<file path="src/rtl/iob_soc_opencryptolinux_boot_copier_pkg.sv">
// Shared definitions for the boot copier: FSM state encoding and counter sizing.
// Kept as plain constants so older code that compares raw state values still works.
package iob_soc_opencryptolinux_boot_copier_pkg;

    localparam logic [1:0] IDLE = 2'd0;
    localparam logic [1:0] COPY = 2'd1;
    localparam logic [1:0] DONE = 2'd2;

    // Counter must be able to hold COPY_WORDS itself, hence the +1.
    function automatic int cnt_width(input int words);
        return $clog2(words + 1);
    endfunction

endpackage

</file>
<file path="src/rtl/iob_soc_opencryptolinux_dport_mux.sv">
// Selects who drives the SRAM data port: the boot copier while copying,
// the CPU data bus once the copy is done.
module iob_soc_opencryptolinux_dport_mux #(
    parameter int DATA_W = 32,
    parameter int ADDR_W = 13
) (
    input  logic                sel_cpu,
    input  logic                copy_valid,
    input  logic [ADDR_W-1:0]   copy_addr,
    input  logic [DATA_W-1:0]   copy_wdata,
    input  logic [DATA_W/8-1:0] copy_wstrb,
    input  logic                cpu_valid,
    input  logic [ADDR_W-1:0]   cpu_addr,
    input  logic [DATA_W-1:0]   cpu_wdata,
    input  logic [DATA_W/8-1:0] cpu_wstrb,
    output logic                ram_valid,
    output logic [ADDR_W-1:0]   ram_addr,
    output logic [DATA_W-1:0]   ram_wdata,
    output logic [DATA_W/8-1:0] ram_wstrb
);

    assign ram_valid = sel_cpu ? cpu_valid : copy_valid;
    assign ram_addr  = sel_cpu ? cpu_addr  : copy_addr;
    assign ram_wdata = sel_cpu ? cpu_wdata : copy_wdata;
    assign ram_wstrb = sel_cpu ? cpu_wstrb : copy_wstrb;

endmodule

</file>
<file path="src/rtl/iob_soc_opencryptolinux_boot_copier.sv">
// Boot preloader: holds the CPU in reset while streaming the boot ROM into SRAM
// one word per cycle, then hands the SRAM data port over to the CPU.
module iob_soc_opencryptolinux_boot_copier
    import iob_soc_opencryptolinux_boot_copier_pkg::*;
#(
    parameter int DATA_W         = 32,
    parameter int BOOTROM_ADDR_W = 12,
    parameter int SRAM_ADDR_W    = 15,
    parameter int COPY_WORDS     = 2 ** (BOOTROM_ADDR_W - 2),
    parameter int DEST_BASE      = 2 ** (SRAM_ADDR_W - 2) - COPY_WORDS
) (
    input  logic                        clk_i,
    input  logic                        cke_i,
    input  logic                        arst_n_i,
    input  logic                        start_i,
    output logic                        cpu_rst_o,
    output logic                        done_o,
    output logic                        busy_o,
    output logic                        rom_r_valid_o,
    output logic [BOOTROM_ADDR_W-3:0]   rom_r_addr_o,
    input  logic [DATA_W-1:0]           rom_r_rdata_i,
    input  logic                        cpu_d_valid_i,
    input  logic [SRAM_ADDR_W-3:0]      cpu_d_addr_i,
    input  logic [DATA_W-1:0]           cpu_d_wdata_i,
    input  logic [DATA_W/8-1:0]         cpu_d_wstrb_i,
    output logic [DATA_W-1:0]           cpu_d_rdata_o,
    output logic                        ram_d_valid_o,
    output logic [SRAM_ADDR_W-3:0]      ram_d_addr_o,
    output logic [DATA_W-1:0]           ram_d_wdata_o,
    output logic [DATA_W/8-1:0]         ram_d_wstrb_o,
    input  logic [DATA_W-1:0]           ram_d_rdata_i
);

    localparam int ROM_AW = BOOTROM_ADDR_W - 2;
    localparam int RAM_AW = SRAM_ADDR_W - 2;
    localparam int STRB_W = DATA_W / 8;
    localparam int CNT_W  = cnt_width(COPY_WORDS);
    localparam logic [CNT_W-1:0] LAST = CNT_W'(COPY_WORDS - 1);

    if (COPY_WORDS < 1 || COPY_WORDS > 2 ** ROM_AW) begin : g_bad_copy_words
        $error("boot_copier: COPY_WORDS out of range for the boot ROM");
    end
    if (DEST_BASE < 0 || DEST_BASE + COPY_WORDS > 2 ** RAM_AW) begin : g_bad_dest_base
        $error("boot_copier: destination window does not fit in SRAM");
    end

    logic [1:0]       state;
    logic [CNT_W-1:0] rd_cnt;
    logic             rd_valid;
    logic             wr_pend;
    logic [CNT_W-1:0] wr_idx;

    logic                copy_valid;
    logic [RAM_AW-1:0]   copy_addr;
    logic [STRB_W-1:0]   copy_wstrb;

    // Two-stage pipeline: the read stage walks rd_cnt over the ROM, the write
    // stage (wr_pend/wr_idx) lags it by one edge to meet the ROM read latency.
    always_ff @(posedge clk_i or negedge arst_n_i) begin
        if (!arst_n_i) begin
            state    <= IDLE;
            rd_cnt   <= '0;
            rd_valid <= 1'b0;
            wr_pend  <= 1'b0;
            wr_idx   <= '0;
        end else if (cke_i) begin
            case (state)
                IDLE: begin
                    state    <= COPY;
                    rd_cnt   <= '0;
                    rd_valid <= 1'b1;
                    wr_pend  <= 1'b0;
                    wr_idx   <= '0;
                end
                COPY: begin
                    if (rd_valid) begin
                        if (rd_cnt == LAST) begin
                            rd_valid <= 1'b0;
                        end else begin
                            rd_cnt <= rd_cnt + 1'b1;
                        end
                    end
                    wr_pend <= rd_valid;
                    wr_idx  <= rd_cnt;
                    if (wr_pend && wr_idx == LAST) begin
                        state <= DONE;
                    end
                end
                DONE: begin
                    if (start_i) begin
                        state    <= COPY;
                        rd_cnt   <= '0;
                        rd_valid <= 1'b1;
                        wr_pend  <= 1'b0;
                        wr_idx   <= '0;
                    end
                end
                default: begin
                    state <= IDLE;
                end
            endcase
        end
    end

    assign cpu_rst_o = (state != DONE);
    assign done_o    = (state == DONE);
    assign busy_o    = (state == COPY);

    // Gating the enables with cke keeps the ROM output register frozen during a stall.
    assign rom_r_valid_o = rd_valid & cke_i;
    assign rom_r_addr_o  = ROM_AW'(rd_cnt);

    assign copy_valid = wr_pend & cke_i;
    assign copy_addr  = wr_pend ? (RAM_AW'(DEST_BASE) + RAM_AW'(wr_idx)) : '0;
    assign copy_wstrb = {STRB_W{wr_pend}};

    iob_soc_opencryptolinux_dport_mux #(
        .DATA_W (DATA_W),
        .ADDR_W (RAM_AW)
    ) u_dport_mux (
        .sel_cpu    (state == DONE),
        .copy_valid (copy_valid),
        .copy_addr  (copy_addr),
        .copy_wdata (rom_r_rdata_i),
        .copy_wstrb (copy_wstrb),
        .cpu_valid  (cpu_d_valid_i),
        .cpu_addr   (cpu_d_addr_i),
        .cpu_wdata  (cpu_d_wdata_i),
        .cpu_wstrb  (cpu_d_wstrb_i),
        .ram_valid  (ram_d_valid_o),
        .ram_addr   (ram_d_addr_o),
        .ram_wdata  (ram_d_wdata_o),
        .ram_wstrb  (ram_d_wstrb_o)
    );

    assign cpu_d_rdata_o = ram_d_rdata_i;

endmodule

</file>
<file path="config.mk">
export PLATFORM = sky130hd
export DESIGN_NAME = iob_soc_opencryptolinux_boot_copier
export DESIGN_NICKNAME = d
export VERILOG_FILES = /design/src/rtl/iob_soc_opencryptolinux_boot_copier_pkg.sv /design/src/rtl/iob_soc_opencryptolinux_dport_mux.sv /design/src/rtl/iob_soc_opencryptolinux_boot_copier.sv
export SDC_FILE = /design/constraint.sdc
export NUM_CORES = 1
export LEC_CHECK = 0
export CAP_MARGIN = 40
export CELL_PAD_IN_SITES_DETAIL_PLACEMENT = 0
export CELL_PAD_IN_SITES_GLOBAL_PLACEMENT = 2
export CORE_MARGIN = 3
export CORE_UTILIZATION = 14
export CTS_CLUSTER_DIAMETER = 200
export CTS_CLUSTER_SIZE = 14
export DETAILED_ROUTE_END_ITERATION = 6
export PLACE_DENSITY = 0.81
export SLEW_MARGIN = 40
export SYNTH_ARGS = -nofsm -noshare
export SYNTH_HDL_FRONTEND = slang
export SYNTH_SLANG_ARGS = --single-unit
</file>
<file path="constraint.sdc">
create_clock -name clk_i -period 2.1 [get_ports clk_i]
set_clock_uncertainty 0.1 [all_clocks]
set_input_delay 0.315 -clock clk_i [delete_from_list [all_inputs] [get_ports clk_i]]
set_output_delay 0.315 -clock clk_i [all_outputs]
set_load 0.02 [all_outputs]
</file>
==> out/qor.yml, run 1 <==
run_status:
  status: "finished, final reports clean"
setup_path:
  worst_ep_arrival_time_ps: 1600
  required_ps: 1680
  crit_chain: "nor2b_4, buf_12, buf_16, nand2_1, nand2_1, dlygate4sd2_1"
  reg2reg_slack_ps: 360
  startpoint_type: "register"
  crit_top_cell: "nand2_1"
  critPathMaxStageDelay_ps: 410
  worst_setup_path_end_kind: "output port"
  path_delay_family: "buffers and inverters"
  path_buf_inv: 3
  crit_fanout: 25
  cp_slowest_cell: "dfrtp_1"
  path_class: "reg -> out"
route:
  wl_per_cell_um: 13.6
  drtAntennaViolNets: 0
  drt_iter0_drc: 78
  drt-total-wl_um: 8640
  vias: 2420
  vias_per_cell: 3.80
  first_pass_iters: 4
  drc_errors: 0
clock_network:
  cts_hold_repair.buffers: 0
  cts.reportedPaths.clkPinSlew_ps: 70
  cts_tree: "done"
  htreeDepth: 1
  clkLatencyLatePin_ps: 250
  clock-sinks: 26
  clock_path_buffers: 2
  cts_buffers: 3
  cts_root_buffer: "clkbuf_16"
sta:
  clock.fmax_mhz: 496
  finalMaxSlewViolations: 0
  fin_ws_ps: 82.9
  worst_pin_slew_ps: 396
  period_share_pct: 96.1
  rsz0062_at_grt: "false"
  final-hold-violation-count: 0
  setup_viol: 0
  maxSlewHeadroom_pct: 73.6
  whs_ps: 336
  period_needed_ps: 2020
  tns_ps: 0
hold_path:
  hold_class: "in -> async"
die:
  die_area_sq_um: 17300
  coreArea_sq_um: 15300
  die_h_um: 132
  floorplan.rows: 45
  initial_core_util_pct: 14.4
  ios: 214
  die_w_um: 132
placement:
  portBuffers: 149
  dp_slack_ps: -67.8
  gp_congestion: 0.749
  dp_hpwl_um: 6760
synth:
  synth_cell_types: 35
  synth_seq_cells: 26
  synth_async_sr_flop_share_pct: 100
  yosysSeqAreaShare_pct: 29.4
  avgSynthCellArea_sq_um: 6.91
  syn_nets: 439
  syn_inst: 320
  yosys_most_used_dff: "dfrtp_1"
  synth_enable_flop_cells: 0
  syn_area_sq_um: 2210
  synth_warnings: 0
grt:
  grt_first_pass_wirelength_um: 13700
  grtUsageTotal_pct: 9.50
  grt_max_degree: 27
  grt.overflow.total: 0
  antenna_found_initial: 0
  grt_pass1_vias: 2539
final_layout:
  drive_gt1_share_pct: 10.8
  fin_util_pct: 24.1
  nets: 546
  antenna_cells: 0
  syn2layout_area_growth_pct: 67.3
power:
  power.density_nw_per_um2: 588
  leakagePower_uw: 0.00173
  ir_worst_vdd_v: 0.000351
flow_run:
  drv_cap: 0
==> per-layer routing <==
layer / global-route usage [%] / part of all wire [%]
met1: 11.7 / 44
met2: 17.2 / 49
met3: 2.22 / 6.1
met4: 1.23 / 0.72
met5: 0 / 0
==> area by class of cell <==
cell class                 count  area (sq um)
timing repair buffer         164          1540
tap                          211           264
multi-input combinational    225          1120
inverter                       7          26.3
sequential                    26           651
fill                        1714         11600
clock buffer                   4          88.8
==> cells in the mapped netlist, drive strengths merged, types with 4 or more instances <==
library cell,count,area share (%)
a21oi,5,1.1
a22o,12,4.8
a31oi,7,2.8
and2,4,1.1
buf,56,18
clkbuf,6,1.0
dfrtp,26,29
inv,7,1.2
nand2,139,24
nand3,13,2.9
o21ai,12,2.7
==> logic make-up (layout without fill, tap and decap cells) <==
logic type,after synthesis,in the layout,synth area share (%)
buffers and inverters,69,175,20.2
adders and majority gates,1,1,0.566
AOI/OAI and AO/OA,47,47,15.5
and+or+nand+nor,176,176,33.9
xor gates and xnor gates,1,1,0.396
DFF,26,26,29.4
==> final timing paths <==
| kind | startpoint | to | cells past startpoint |
|---|---|---|---|
| setup / recovery | state[0]$_DFFE_PN0P_ | ram_d_wdata_o[24] | 6 |
| hold / removal | arst_n_i | rd_cnt[5]$_DFFE_PN0P_ | 2 |
| setup reg to reg | rd_cnt[0]$_DFFE_PN0P_ | rd_valid$_DFFE_PN0P_ | 5 |
| hold reg to reg | rd_cnt[10]$_DFFE_PN0P_ | rd_cnt[10]$_DFFE_PN0P_ | 1 |
| max in group asynchronous | arst_n_i | wr_idx[1]$_DFFE_PN0P_ | 2 |
| min in group clk_i | rd_cnt[10]$_DFFE_PN0P_ | rd_cnt[10]$_DFFE_PN0P_ | 1 |
==> per-stage QoR <==
stage | power, uW | area [sq um] | std cells
4_1_cts | 2210 | 3740 | 636
3_3_place_gp | 1790 | 3670 | 631
3_5_place_dp | 1800 | 3670 | 631
2_1_floorplan | 1380 | 2210 | 320
5_1_grt | 2310 | 3700 | 637
6_report | 2170 | 3700 | 637
==> placed cells by master (no fill, tap or decap), types with 3 or more instances in the layout <==
master           netlist  final
dfrtp_1               26     26
nand4_1                3      3
a22o_1                12     12
a31oi_1                4      4
a21oi_1                5      5
nand2b_1               3      3
o21ai_0                8      8
clkdlybuf4s50_1        0     95
buf_4                 44     11
nor3_1                 3      3
o21ai_1                4      4
nand3_1               13     13
a31oi_2                3      3
nand2_1              138    137
clkbuf_16              0      3
clkdlybuf4s15_1        0      9
clkbuf_2               0     16
dlygate4sd2_1          0     27
a41oi_1                3      3
inv_1                  6      6
and2_1                 4      4
buf_12                 0      3
==> sequential cells by signal (all words and copies together) (netlist names) <==
| register | cells |
|---|---|
| rd_valid | 1 |
| wr_idx | 11 |
| state | 2 |
| rd_cnt | 11 |
| wr_pend | 1 |
==> power by group <==
| part | switching, uW | internal (uW) | total [uW] |
|---|---|---|---|
| clock network | 168 | 291 | 459 |
| registers | 155 | 608 | 763 |
| logic | 476 | 476 | 953 |
==> timing repair <==
item | in CTS | in global routing
hold endpoints to repair | 0 | 0
gates resized for setup | 66 | 37
endpoints found under the setup margin | 53 | 28
buffers inserted | 0 | 1
gates cloned | 1 | 0
(Power assumes the default switching activity.)
==> inputs of run 2 (changes only) <==
--- a/config.mk
+++ b/config.mk
@@ -13,6 +13,7 @@
 export CTS_CLUSTER_DIAMETER = 200
 export CTS_CLUSTER_SIZE = 14
 export DETAILED_ROUTE_END_ITERATION = 6
+export MAX_ROUTING_LAYER = met4
 export PLACE_DENSITY = 0.81
 export SLEW_MARGIN = 40
 export SYNTH_ARGS = -nofsm -noshare
==> out/qor.yml, run 2 (synthesis results as in run 1) <==
clock_network:
  cts_hold_repair.buffers: 0
  cts_buffers: 3
  cts.reportedPaths.clkPinSlew_ps: 60
  clock_path_buffers: 2
  clkLatencyLatePin_ps: 250
  cts_tree: "done"
  cts_root_buffer: "clkbuf_16"
  htreeDepth: 1
  clock-sinks: 26
setup_path:
  crit_fanout: 25
  path_buf_inv: 3
  worst_setup_path_end_kind: "output port"
  crit_chain: "nor2b_4, buf_12, buf_16, nand2_1, nand2_1, dlygate4sd2_1"
  required_ps: 1680
  cp_slowest_cell: "dfrtp_1"
  worst_ep_arrival_time_ps: 1600
  critPathMaxStageDelay_ps: 410
  path_delay_family: "buffers and inverters"
  crit_top_cell: "nand2_1"
  startpoint_type: "register"
  path_class: "reg -> out"
sta:
  maxSlewHeadroom_pct: 73.6
  period_needed_ps: 2010
  fin_ws_ps: 85.4
  final-hold-violation-count: 0
  finalMaxSlewViolations: 0
  whs_ps: 339
  worst_pin_slew_ps: 396
  period_share_pct: 95.9
  rsz0062_at_grt: "false"
  clock.fmax_mhz: 496
  setup_viol: 0
final_layout:
  top_regs: "rd_cnt x11, wr_idx x11, state x2"
  seqCellArea_sq_um: 651
  final_cell_mix: "nand2_1, clkdlybuf4s50_1, dlygate4sd2_1"
  fin_util_pct: 24.1
  fillers: 1714
  nets: 546
  multiInputGateArea_sq_um: 1120
  final_common_cell: "nand2_1"
  drive_gt1_share_pct: 10.8
  antenna_cells: 0
  syn2layout_area_growth_pct: 67.3
grt:
  grt_pass1_vias: 2545
  grt_first_pass_wirelength_um: 13700
  grtUsageTotal_pct: 9.76
  grt_max_degree: 27
  antenna_found_initial: 0
  grt.overflow.total: 0
route:
  vias: 2428
  drc_errors: 0
  vias_per_cell: 3.81
  wl_per_cell_um: 13.6
  first_pass_iters: 4
  drt_iter0_drc: 63
  drtAntennaViolNets: 0
  drt-total-wl_um: 8640
placement:
  gp_congestion: 0.759
  dp_hpwl_um: 6760
  portBuffers: 149
  dp_slack_ps: -67.8
power:
  ir_worst_vdd_v: 0.000348
  power.density_nw_per_um2: 586
  total_power_uw: 2170
  leakagePower_uw: 0.00173
die:
  initial_core_util_pct: 14.4
  die_w_um: 132
  ios: 214
  coreArea_sq_um: 15300
  die_area_sq_um: 17300
  die_h_um: 132
  floorplan.rows: 45
run_status:
  status: "finished, final reports clean"
flow_run:
  drv_cap: 0
hold_path:
  hold_class: "in -> async"
[run 2: cell counts in the layout (fill, tap and decap cells not counted)]
No cell type changed its count.
[run 2: what timing repair did]
item,in CTS,in global routing
setup buffers,0,1
setup endpoints to repair,53,28
cloned,1,0
gates resized for setup,66,37
[run 2: layer usage]
metal	track usage, %	part of all wire, %
met1	11.8	45
met2	17.3	49
met3	1.99	5.6
met4	1.23	0.72
met5	-	0
[run 2: report_power, final]
group / total [uW] / internal (uW) / switching (uW) / leakage, uW
sequential: 761 / 608 / 153 / 0.000335
combinational: 952 / 476 / 476 / 0.00135
clock: 454 / 291 / 163 / 0.0000442
[run 2: final cells by class]
type	instances	share of cell area (%)
inverters	7	0.711
clock buffers	4	2.40
repair buffers	164	41.8
flip-flops and latches	26	17.6
multi-input cells	225	30.4
well taps	211	7.14
[run 2: path summary, 6_finish.rpt]
check | from | endpoint | slack [ps] | cells past startpoint
min in group clk_i | rd_cnt[10]$_DFFE_PN0P_ | rd_cnt[10]$_DFFE_PN0P_ | 430 | 1
min reg2reg | rd_cnt[10]$_DFFE_PN0P_ | rd_cnt[10]$_DFFE_PN0P_ | 430 | 1
max in group asynchronous | arst_n_i | rd_cnt[10]$_DFFE_PN0P_ | 1310 | 2
min | arst_n_i | rd_cnt[3]$_DFFE_PN0P_ | 340 | 2
max reg2reg | rd_cnt[0]$_DFFE_PN0P_ | rd_valid$_DFFE_PN0P_ | 350 | 5
max | state[0]$_DFFE_PN0P_ | ram_d_wdata_o[24] | 90 | 6
[run 2: per-stage QoR]
stage | setup TNS, ps | cells | instance area (sq um)
2_1_floorplan | 0 | 320 | 2210
3_3_place_gp | -72.2 | 631 | 3670
3_5_place_dp | -80.1 | 631 | 3670
4_1_cts | -12.4 | 636 | 3740
5_1_grt | 0 | 637 | 3700
6_report | 0 | 637 | 3700
